$ cat src/rtl/fifo_pkg.sv
// -----------------------------------------------------------------------------
// fifo_pkg
// Shared constants and width helpers for the synchronous FIFO.
//   clog2()  : ceiling log2 usable in parameter and port-width expressions
//   ptr_w()  : pointer / occupancy width for a given depth (one extra wrap bit)
//   DEF_DATA_W, DEF_DEPTH : default word width and entry count
// -----------------------------------------------------------------------------
package fifo_pkg;

  localparam int DEF_DATA_W = 8;
  localparam int DEF_DEPTH  = 16;

  function automatic int clog2(input int value);
    int result;
    int v;
    result = 0;
    v      = value - 1;
    while (v > 0) begin
      result++;
      v = v >> 1;
    end
    return result;
  endfunction

  // The extra MSB lets equal-index pointers distinguish full from empty.
  function automatic int ptr_w(input int depth);
    return clog2(depth) + 1;
  endfunction

endpackage

$ cat src/rtl/fifo_mem.sv
// -----------------------------------------------------------------------------
// fifo_mem
// DEPTH x DATA_W storage array for param_sync_fifo: synchronous write,
// asynchronous (combinational) read.
// Ports:
//   clk        rising-edge clock
//   i_wr_en    write strobe (already qualified by the FIFO control)
//   i_wr_addr  write index
//   i_wr_data  write data
//   i_rd_addr  read index
//   o_rd_data  word at i_rd_addr, combinational
// -----------------------------------------------------------------------------
module fifo_mem
  import fifo_pkg::*;
#(
  parameter int DATA_W = DEF_DATA_W,
  parameter int DEPTH  = DEF_DEPTH,
  parameter int AW     = clog2(DEPTH)
) (
  input  logic              clk,
  input  logic              i_wr_en,
  input  logic [AW-1:0]     i_wr_addr,
  input  logic [DATA_W-1:0] i_wr_data,
  input  logic [AW-1:0]     i_rd_addr,
  output logic [DATA_W-1:0] o_rd_data
);

  logic [DATA_W-1:0] r_mem [DEPTH];

  // NOTE: the array has no reset -- its contents are only ever read behind the
  // pointers, so clearing it would just cost a reset fan-out into every bit and
  // prevent mapping onto RAM primitives.
  // NOTE: state is always updated with non-blocking assignments so every
  // register samples pre-edge values regardless of process ordering.
  always_ff @(posedge clk) begin
    if (i_wr_en) begin
      r_mem[i_wr_addr] <= i_wr_data;
    end
  end

  assign o_rd_data = r_mem[i_rd_addr];

endmodule

$ cat src/rtl/param_sync_fifo.sv
// -----------------------------------------------------------------------------
// param_sync_fifo
// Single-clock FIFO with registered occupancy/status flags, selectable
// standard or first-word-fall-through read, and optional sticky error flags.
// Optional feature macro: FIFO_ERR_FLAGS_EN (compiles in overflow/underflow).
// Parameters: DATA_W, DEPTH (power of two, >= 4), AF_THRESH, AE_THRESH, FWFT.
// Ports:
//   clk, rst            clock; synchronous active-high reset
//   wr_en, din          push request and data
//   rd_en, dout         pop request and read data
//   full, empty         occupancy == DEPTH / == 0
//   almost_full         count >= AF_THRESH
//   almost_empty        count <= AE_THRESH
//   count               occupancy 0..DEPTH
//   err_clr             clears the sticky error flags
//   overflow, underflow sticky: write dropped while full / read dropped while empty
// -----------------------------------------------------------------------------
module param_sync_fifo
  import fifo_pkg::*;
#(
  parameter int DATA_W    = DEF_DATA_W,
  parameter int DEPTH     = DEF_DEPTH,
  parameter int AF_THRESH = DEPTH - 2,
  parameter int AE_THRESH = 2,
  parameter int FWFT      = 0
) (
  input  logic                      clk,
  input  logic                      rst,
  input  logic                      wr_en,
  input  logic [DATA_W-1:0]         din,
  input  logic                      rd_en,
  output logic [DATA_W-1:0]         dout,
  output logic                      full,
  output logic                      empty,
  output logic                      almost_full,
  output logic                      almost_empty,
  output logic [ptr_w(DEPTH)-1:0]   count,
  input  logic                      err_clr,
  output logic                      overflow,
  output logic                      underflow
);

  localparam int PW = ptr_w(DEPTH);
  localparam int AW = PW - 1;
  localparam logic [PW-1:0] AF_LVL = PW'(AF_THRESH);
  localparam logic [PW-1:0] AE_LVL = PW'(AE_THRESH);

  logic [PW-1:0]     r_wr_ptr, r_rd_ptr, r_count;
  logic              r_full, r_empty, r_almost_full, r_almost_empty;
  logic              w_wr_acc, w_rd_acc;
  logic [PW-1:0]     w_wr_ptr_nxt, w_rd_ptr_nxt, w_count_nxt;
  logic [DATA_W-1:0] w_mem_rd;

  // A pop frees a slot in the same cycle, so a full FIFO still takes a write
  // when the read is accepted alongside it.
  always_comb begin
    w_rd_acc     = rd_en & ~r_empty;
    w_wr_acc     = wr_en & (~r_full | w_rd_acc);
    w_wr_ptr_nxt = r_wr_ptr + PW'(w_wr_acc);
    w_rd_ptr_nxt = r_rd_ptr + PW'(w_rd_acc);
    w_count_nxt  = r_count + PW'(w_wr_acc) - PW'(w_rd_acc);
  end

  // Flags are computed from next-state values and registered, so they are
  // glitch-free and valid the cycle after the operation that changed them.
  always_ff @(posedge clk) begin
    if (rst) begin
      r_wr_ptr       <= '0;
      r_rd_ptr       <= '0;
      r_count        <= '0;
      r_full         <= 1'b0;
      r_empty        <= 1'b1;
      r_almost_full  <= 1'b0;
      r_almost_empty <= 1'b1;
    end else begin
      r_wr_ptr       <= w_wr_ptr_nxt;
      r_rd_ptr       <= w_rd_ptr_nxt;
      r_count        <= w_count_nxt;
      r_full         <= (w_wr_ptr_nxt[PW-1] != w_rd_ptr_nxt[PW-1]) &&
                        (w_wr_ptr_nxt[AW-1:0] == w_rd_ptr_nxt[AW-1:0]);
      r_empty        <= (w_wr_ptr_nxt == w_rd_ptr_nxt);
      r_almost_full  <= (w_count_nxt >= AF_LVL);
      r_almost_empty <= (w_count_nxt <= AE_LVL);
    end
  end

  fifo_mem #(
    .DATA_W (DATA_W),
    .DEPTH  (DEPTH),
    .AW     (AW)
  ) u_mem (
    .clk       (clk),
    .i_wr_en   (w_wr_acc & ~rst),
    .i_wr_addr (r_wr_ptr[AW-1:0]),
    .i_wr_data (din),
    .i_rd_addr (r_rd_ptr[AW-1:0]),
    .o_rd_data (w_mem_rd)
  );

  generate
    if (FWFT != 0) begin : g_fwft
      // Head word is visible directly; forced to zero while empty so the
      // output is defined out of reset even though the array is not.
      assign dout = r_empty ? '0 : w_mem_rd;
    end else begin : g_std
      logic [DATA_W-1:0] r_dout;
      always_ff @(posedge clk) begin
        if (rst) begin
          r_dout <= '0;
        end else if (w_rd_acc) begin
          r_dout <= w_mem_rd;
        end
      end
      assign dout = r_dout;
    end
  endgenerate

`ifdef FIFO_ERR_FLAGS_EN
  logic r_overflow, r_underflow;

  // A new error in the same cycle as err_clr wins, so no event is lost.
  always_ff @(posedge clk) begin
    if (rst) begin
      r_overflow  <= 1'b0;
      r_underflow <= 1'b0;
    end else begin
      r_overflow  <= (r_overflow  & ~err_clr) | (wr_en & ~w_wr_acc);
      r_underflow <= (r_underflow & ~err_clr) | (rd_en & ~w_rd_acc);
    end
  end

  assign overflow  = r_overflow;
  assign underflow = r_underflow;
`else
  logic w_unused_err_clr;
  assign w_unused_err_clr = err_clr;
  assign overflow         = 1'b0;
  assign underflow        = 1'b0;
`endif

  assign full         = r_full;
  assign empty        = r_empty;
  assign almost_full  = r_almost_full;
  assign almost_empty = r_almost_empty;
  assign count        = r_count;

endmodule
$ cat config.mk
export PLATFORM = sky130hd
export DESIGN_NAME = param_sync_fifo
export DESIGN_NICKNAME = d
export VERILOG_FILES = /design/src/rtl/fifo_pkg.sv /design/src/rtl/fifo_mem.sv /design/src/rtl/param_sync_fifo.sv
export SDC_FILE = /design/constraint.sdc
export NUM_CORES = 1
export LEC_CHECK = 0
export ABC_CLOCK_PERIOD_IN_PS = 3500
export BUFFER_PORTS_ARGS = -buffer_cell sky130_fd_sc_hd__buf_2
export CORE_MARGIN = 2
export CORE_UTILIZATION = 65
export DETAILED_ROUTE_END_ITERATION = 8
export GPL_TIMING_DRIVEN = 0
export PLACE_DENSITY = 0.84
export SLEW_MARGIN = 15
export SYNTH_ARGS = -nofsm -noshare
export SYNTH_HDL_FRONTEND = slang
export SYNTH_SLANG_ARGS = --single-unit
export TNS_END_PERCENT = 20
$ cat constraint.sdc
create_clock -name clk -period 3.5 [get_ports clk]
set_input_delay 0.175 -clock clk [delete_from_list [all_inputs] [get_ports clk]]
set_output_delay 0.175 -clock clk [all_outputs]
set_load 0.02 [all_outputs]
# After elaboration in Yosys (flattened, before gate mapping)

Memory sizes are Yosys's and may differ from the RTL's. A register that Yosys moved wholly into a read port is not among the register bits.
Cells that the tools add are included.

Flip-flop bits (word level): 19
Bits in writable memories: 128
Output and inout bits: 19
Input bits: 13
Word-level logic and storage cells: 27
Memories kept: 1

Equal/unequal tests: 3
Order comparisons: 2
Reduce and logical (&&, ||, !) cells: 1
Bitwise logic cells: 7
$add $sub $neg: 4
Multiplexer cells: 2

Memories:

| name        | words | width | rd ports | clocked after memory_dff | write ports | line           | source |
|---|---|---|---|---|---|---|---|
| u_mem.r_mem | 16    | 8     | 1        | 1                        | 1           | fifo_mem.sv:28 | `logic [DATA_W-1:0] r_mem [DEPTH];` |

Operators with widths:

| kind                                                                                | count |
|---|---|
| 5-bit by 1-bit adder with 5-bit output                                              | 3 |
| 5-bit equality test                                                                 | 1 |
| 5-bit by 4-bit greater-or-equal comparator with 1-bit output, second input constant | 1 |
| 5-bit by 2-bit <= comparator with 1-bit output, second input constant               | 1 |
| 5-bit by 1-bit subtractor with 5-bit output                                         | 1 |
| 4-bit equality test                                                                 | 1 |
| 1-bit AND                                                                           | 3 |
| 1-bit NOT                                                                           | 3 |
| 1-bit 2-to-1 mux                                                                    | 2 |
| 1-bit logical AND                                                                   | 1 |
| 1-bit != test                                                                       | 1 |
| 1-bit bitwise OR                                                                    | 1 |

# Longest topological paths before layout

Gate-level depths: netlist of the first run.

Depth in word-level cells: 7
Mapped depth: 12
Mapped depth without buffers: 11

# By module

Synthesis of the first run repeated with hierarchy kept, for this count alone.

Cell total of the unflattened synthesis: 346
Area, all modules: 6145.9 um2

Modules (own cells, without submodules):

| module          | seq. area each (um2) | area an instance (um2) | cells each | instances |
|---|---|---|---|---|
| fifo_mem        | 3843.7               | 4987.3                 | 221        | 1 |
| param_sync_fifo | 540.5                | 1158.6                 | 125        | 1 |

# Worst setup path before layout of the first run

Ideal clock, no wire load.

Path type: flip-flop to flip-flop
Start: reg r_empty, in the netlist empty
End: reg r_almost_empty, in the netlist almost_empty
Buffers on the path: 1
Arrival: 2.404 ns
Setup slack: 0.976 ns
Clock period less this slack: 2.524 ns
Library setup time: 0.120 ns
Required time: 3.380 ns
Cell stages (with the launch flop): 13
Path through: dfxtp_1 nor2b_1 buf_4 o21ai_1 ha_1 inv_1 ha_1 fa_1 a21o_1 a21oi_1 xnor2_1 a2111oi_0 or2_1

Longest elaborated chain between the ends: 7

Ends and longest elaborated chain:

| what                                               | line                  | source |
|---|---|---|
| from (decl)                                        | param_sync_fifo.sv:49 | `logic r_full, r_empty, r_almost_full, r_almost_empty;` |
| from (signal assigned)                             | param_sync_fifo.sv:81 | `r_empty <= (w_wr_ptr_nxt == w_rd_ptr_nxt);` |
| 1-bit NOT (*)                                      | param_sync_fifo.sv:57 | `w_rd_acc = rd_en & ~r_empty;` |
| 1-bit AND (*)                                      | param_sync_fifo.sv:57 |  |
| named net w_rd_acc                                 | param_sync_fifo.sv:50 | `logic w_wr_acc, w_rd_acc;` |
| 1-bit bitwise OR                                   | param_sync_fifo.sv:58 | `w_wr_acc = wr_en & (~r_full \| w_rd_acc);` |
| 1-bit AND                                          | param_sync_fifo.sv:58 |  |
| 5-bit by 1-bit adder with 5-bit output             | param_sync_fifo.sv:61 | `w_count_nxt = r_count + PW'(w_wr_acc) - PW'(w_rd_acc);` |
| 5-bit by 1-bit subtractor with 5-bit output (*)    | param_sync_fifo.sv:61 |  |
| 5-bit by 2-bit <= comparator with 1-bit output (*) | param_sync_fifo.sv:83 | `r_almost_empty <= (w_count_nxt <= AE_LVL);` |
| to (signal assigned)                               | param_sync_fifo.sv:83 |  |
| to (decl)                                          | param_sync_fifo.sv:49 |  |

Mark *: on every way through the listed nets, which the timed path passes. The rest lies on a longest branch.
A chain may end at the register's enable or synchronous reset.

# Final worst setup path of the first run

Same ends and word-level chain as after synthesis.

==> results of run 1 <==
==> metal layers <==
layer,global-route usage [%],vias up,wire length [um]
met1,36.2,1606,4710
met2,40.3,196,6090
met4,12.4,0,428
met3,6.28,30,969
met5,0,-,0
li1,-,1423,-
==> per-stage QoR <==
step	power (W)	instance area, sq um	setup WS (ns)	std cells
floorplan	0.00262	6150	0.976	340
CTS	0.00451	6990	0.759	511
global placement	0.00277	6430	0.828	479
finish	0.00448	7010	0.791	511
detailed placement	0.00280	6440	0.766	479
global route	0.00465	7010	0.514	511
==> registers in the layout (all words and copies together), names as in the netlist <==
| signal | cells |
|---|---|
| almost_full | 1 |
| almost_empty | 1 |
| r_wr_ptr | 5 |
| r_rd_ptr | 5 |
| count | 5 |
| dout | 8 |
| full | 1 |
| u_mem.r_mem | 128 |
| empty | 1 |
==> logic make-up after synthesis <==
family	after synthesis
xor+xnor	15
flops	155
mux	40
compound gates	24
other cells	1
buf+inv	25
simple gates	69
fa+ha+maj	10
==> how the worst max path moves through the flow <==
| stage | endpoint | cells after the start | slack, ns | from |
|---|---|---|---|---|
| after global routing | almost_empty$_SDFF_PP1_ | 12 | 0.51 | empty$_SDFF_PP1_ |
| after CTS | almost_empty$_SDFF_PP1_ | 12 | 0.76 | empty$_SDFF_PP1_ |
| after detailed placement | almost_empty$_SDFF_PP1_ | 12 | 0.77 | empty$_SDFF_PP1_ |
| final | almost_empty$_SDFF_PP1_ | 12 | 0.79 | empty$_SDFF_PP1_ |
| after global placement | almost_empty$_SDFF_PP1_ | 12 | 0.83 | empty$_SDFF_PP1_ |
| after floorplan | almost_empty$_SDFF_PP1_ | 12 | 0.98 | empty$_SDFF_PP1_ |
==> power by group <==
group	total [W]	internal, W	switching, W
registers	0.00209	0.00206	0.0000308
clock network	0.00171	0.000956	0.000757
logic	0.000678	0.000308	0.000371
==> final cells by class <==
| cell class | count | area (sq um) | share of cell area (%) |
|---|---|---|---|
| Sequential cell | 155 | 4380 | 62.5 |
| Multi-Input combinational cell | 160 | 1630 | 23.3 |
| Clock buffer | 18 | 418 | 5.96 |
| Timing Repair Buffer | 28 | 140 | 2.00 |
| Tap cell | 111 | 139 | 1.98 |
| Clock inverter | 14 | 138 | 1.96 |
| Buffer | 18 | 130 | 1.86 |
| Inverter | 7 | 26.3 | 0.375 |
==> cells in the mapped netlist (all sizes together) <==
master	instances	area (sq um)
edfxtp	128	3840
mux4	32	766
nor2	29	109
dfxtp	27	541
a22oi	16	120
buf	12	108
nor2b	12	75.1
nand2	11	41.3
ha	9	113
mux2i	8	80.1
xor2	8	70.1
inv	7	26.3
xnor2	7	61.3
clkbuf	6	22.5
nor3	6	30.0
nand3	4	20.0
a21o	2	15.0
a21oi	2	10.0
nand2b	2	12.5
nand3b	2	15.0
a2111oi	1	8.76
a31o	1	8.76
a31oi	1	6.26
and2	1	6.26
conb	1	3.75
fa	1	20.0
o21ai	1	5.00
or2	1	6.26
or4	1	7.51
==> results.cfg, run 1 <==
[run_status]
status = completed

[critical_path]
cp_common_cell = ha_1
cp.buffers_inverters = 2
critPathSlowestCell = fa_1
crit_family = adder cells
rrSetupSlack_ns = 0.79
critPathRequiredTime_ns = 3.97
reg2reg_depth = 12
arrival_ns = 3.18
r2r-start = empty$_SDFF_PP1_
worst-setup-path-type = flop to flop
critPathMaxFanout = 11
crit_chain = nor2b_1 -> buf_4 -> o21ai_1 -> ha_1 -> inv_1 -> ha_1 -> fa_1 -> a21o_1 -> a21oi_1 -> xnor2_1 -> a2111oi_0 -> or2_1
cp-end-kind = flop
start_kind = flop
slowest_delay_ns = 0.40
r2r_end = almost_empty$_SDFF_PP1_

[final_layout]
layout_common_cells = 128 x edfxtp_1, 32 x buf_2, 29 x nor2_1
layout_commonest_cell = edfxtp_1
nFillCells = 498
layout-drive-gt1-share_pct = 23.5
diodes = 0
synthToLayoutAreaGrowth_pct = 14.0
utilization_pct = 76.2
nets = 410

[synth]
syn_area_sq_um = 6150
syn_inst = 339
synth_xor_area_share_pct = 2.14
synth-adder-area-share_pct = 2.16
ys_types = 35
avgSynthCellArea_sq_um = 18.1
ys_seq_area_share_pct = 71.3
ys_ff_latch = 155
synth-simple-area-share_pct = 5.25
synth_top_family_by_area = multiplexers
synth_compound_area_share_pct = 2.83
yosysWarnings = 0
muxShareOfSynthArea_pct = 13.8

[global_routing]
grt_pass1_vias = 3289
gr-total-overflow = 0
grt_antenna_before_repair = 0
grtUsageTotal_pct = 26.2
grt_first_pass_wirelength_um = 18700
grt_start_max_net_pins = 17

[power]
leakage_nw = 2.40
p_per_area_nw_per_um2 = 639
vdd_drop_max_mv = 0.399

[cts]
postCtsSetupBuffers = 0
cts_buffers = 17
path_clk_slew_ns = 0.07
hold_buffers = 0
cts.repair.resized = 0
clockBufferDepth = 2
cts_tree = yes
htree_levels = 4
worstSkewPairLatency_ns = 0.53
ctsRootBufferMaster = clkbuf_8
clock-sinks = 155

[route]
ant_nets = 0
drt_iter0_markers = 244
viasPerCell = 6.37
wl_um = 12200
num_vias = 3255
drc = 0
wl_per_cell_um = 23.9
firstDrtPassIters = 5

[floorplanning]
die_area_sq_um = 10300
die_width_um = 101
die_y_um = 101
ios = 32
core.rowCount = 35
start_util_pct = 66.9
core_sq_um = 9200

[sta]
min_period_ns = 2.71
hold_viol = 0
clock.fmax_mhz = 369
fin_crit_sh_pct = 77.4
worst_pin_slew_ns = 0.785
tns_ns = 0
slew_headroom_pct = 47.4
hold_ws_ns = 0.0422
grt_setup_unrepaired = no
setup-violations-final = 0
final_max_slew_viol_count = 0
clock_skew_ns = 0.00816

[hold_path]
hold_path.class = input port to flop
min-delay-start = din[4]
whs_endpoint = u_mem.r_mem[15][4]$_DFFE_PP_
holdPathStages = 1

[job]
drv_cap = 0

[placed_design]
routabilityCongestion = 0.814
port_buffers = 28
hpwl_um = 7710
(Power assumes the default switching activity.)
==> inputs of run 2 (changes only) <==
ABC_CLOCK_PERIOD_IN_PS = 2300   (was 3500)
CORE_UTILIZATION = 54   (was 65)
PLACE_DENSITY = 0.74   (was 0.84)
clock period = 2.3 ns   (was 3.5 ns; I/O delays follow)
==> run 2 against run 1 <==
The flow now finishes with violations (negative setup slack). Cell area up 2.5%. Final cell count is 6.7% higher. Clock power up 62%. Clock-buffer cell count up 2. Sequential share of layout area shrank 1.5 points. Fmax up 17%. Clock skew down 0.0016 ns. Sequential power grew 52%. Combinational power up 70%. Largest cell class unchanged.
==> results.cfg, run 2 (synthesized netlist as in run 1, its figures left out) <==
[route]
drc = 0
wl_um = 11900
viasPerCell = 5.74
firstDrtPassIters = 4
drt_iter0_markers = 305
wl_per_cell_um = 21.8
ant_nets = 0
num_vias = 3129

[floorplanning]
die_area_sq_um = 12300
core.rowCount = 38
core_sq_um = 11000
start_util_pct = 56.0
die_y_um = 111
die_width_um = 111
ios = 32

[sta]
slew_headroom_pct = 48.2
setup_ws_ns = -0.0196
hold_viol = 0
worst_pin_slew_ns = 0.775
fin_crit_sh_pct = 101
clock_skew_ns = 0.00654
tns_ns = -0.274
final_max_slew_viol_count = 0
setup-violations-final = 17
clock.fmax_mhz = 431
grt_setup_unrepaired = yes
min_period_ns = 2.32

[final_layout]
layout-drive-gt1-share_pct = 26.4
nFillCells = 735
diodes = 0
largest_register_ff_count = 128
fin_area_sq_um = 7180
synthToLayoutAreaGrowth_pct = 16.8
instances_no_fill = 545
layout_common_cells = 128 x edfxtp_1, 32 x buf_2, 26 x nor2_1, 26 x dfxtp_1, 20 x mux4_2
layout_commonest_cell = edfxtp_1
nets = 415
top_register = u_mem.r_mem

[critical_path]
start_kind = flop
arrival_ns = 2.37
critPathMaxFanout = 8
crit_chain = nor2b_2 -> buf_6 -> o21ai_4 -> buf_4 -> or4_1 -> nor2_1
r2r-start = empty$_SDFF_PP1_
slowest_delay_ns = 0.65
rrSetupSlack_ns = -0.02
r2r_end = u_mem.r_mem[1][6]$_DFFE_PP_
cp-end-kind = flop
critPathSlowestCell = nor2_1
reg2reg_depth = 6
critPathRequiredTime_ns = 2.35
worst-setup-path-type = flop to flop

[cts]
hold_buffers = 0
cts_tree = yes
htree_levels = 4
worstSkewPairLatency_ns = 0.42
cts_buffers = 17
clock-sinks = 155
clockBufferDepth = 2
ctsRootBufferMaster = clkbuf_16
path_clk_slew_ns = 0.06

[power]
p_int_w = 0.00539
power.share.clock_pct = 39.0
total_power_w = 0.00710
p_per_area_nw_per_um2 = 988
p_seq_share_pct = 44.9
p_sw_share_pct = 24.0
leakage_nw = 2.45
vdd_drop_max_mv = 0.938
power_switching_w = 0.00170
combPwrFrac_pct = 16.2

[placed_design]
placed_cells = 508
routabilityCongestion = 0.842
placed_area_sq_um = 6510
port_buffers = 28
hpwl_um = 7680

[run_status]
violations = negative setup slack
status = finished, violations left

[job]
drv_cap = 0

[hold_path]
holdPathStages = 1
hold_path.class = input port to flop
min-delay-start = din[4]
whs_endpoint = u_mem.r_mem[4][4]$_DFFE_PP_

[global_routing]
grt_first_pass_wirelength_um = 18500
grtUsageTotal_pct = 20.9
grt_antenna_before_repair = 0
grt_pass1_vias = 3254
grt_start_max_net_pins = 17
gr-total-overflow = 0
## run 2: cell types whose count changed in the layout (fill, tap and decap cells not counted), moves of 2 or more
cell,before,now
buf_4,3,6
clkinv_1,0,3
clkinv_4,3,0
inv_6,5,2
nor2_1,29,26
nor2_2,0,3
buf_6,1,3
bufinv_16,1,3
clkbuf_1,7,9
clkinvlp_4,5,3
ha_1,9,7
ha_4,0,2
## run 2: per-layer routing
layer / GRT usage [%] / share of wire (%) / wire [um] / vias to the layer above
met2: 32.8 / 50 / 5960 / 103
met1: 27.2 / 41 / 4880 / 1583
met3: 7.38 / 6.8 / 811 / 13
li1: - / - / - / 1430
met4: 7.33 / 1.9 / 221 / 0
met5: 0 / 0 / 0 / -
## run 2: what timing repair did
action / CTS / global route
endpoints found under the setup margin: 27 / 36
cloned: 0 / 0
resized for setup: 4 / 7
setup buffers: 0 / 5
pin swaps: 2 / 1
## run 2: stage by stage
step	utilization [%]	hold slack, ns	worst slack, ns
floorplan	-	0.214	-0.0762
global placement	59.1	0.469	-0.322
detailed placement	59.3	0.483	-0.209
CTS	64.7	0.0629	-0.130
global route	65.4	0.0680	-0.120
finish	65.4	0.0778	-0.0196
## run 2: area by class of cell
class                   count  area, sq um  share of cell area (%)
flip-flops and latches    155         4390                    61.0
multi-input cells         160         1700                    23.7
clock buffers              20          437                    6.08
repair buffers             33          181                    2.53
well taps                 140          175                    2.44
clock inverters            12          146                    2.04
plain buffers              18          134                    1.86
inverters                   7         26.3                   0.366
## run 2: how the worst max path moves through the flow
stage | startpoint | endpoint | slack (ns) | cells past startpoint
finish | empty$_SDFF_PP1_ | u_mem.r_mem[1][6]$_DFFE_PP_ | -0.02 | 6
global route | empty$_SDFF_PP1_ | u_mem.r_mem[2][7]$_DFFE_PP_ | -0.12 | 6
CTS | empty$_SDFF_PP1_ | almost_empty$_SDFF_PP1_ | -0.13 | 12
detailed placement | empty$_SDFF_PP1_ | u_mem.r_mem[8][5]$_DFFE_PP_ | -0.21 | 6
global placement | empty$_SDFF_PP1_ | u_mem.r_mem[0][5]$_DFFE_PP_ | -0.32 | 5
floorplan | empty$_SDFF_PP1_ | almost_empty$_SDFF_PP1_ | -0.08 | 12
## run 2: worst max-delay path, delay by kind of cell (launching register included)
family	cells	cell delay (ns)
AND/OR/NAND/NOR	3	1.31
flip-flops	1	0.32
AO/OA/AOI/OAI	1	0.06
buffers and inverters	2	0.26
## run 2: power by group through the flow
stage	clock network, W	registers, W	logic [W]
4_1_cts	0.00280	0.00318	0.00107
6_report	0.00277	0.00318	0.00115
5_1_grt	0.00293	0.00319	0.00125
2_1_floorplan	0	0.00332	0.000684
3_3_place_gp	0	0.00323	0.00101
3_5_place_dp	0	0.00324	0.00103
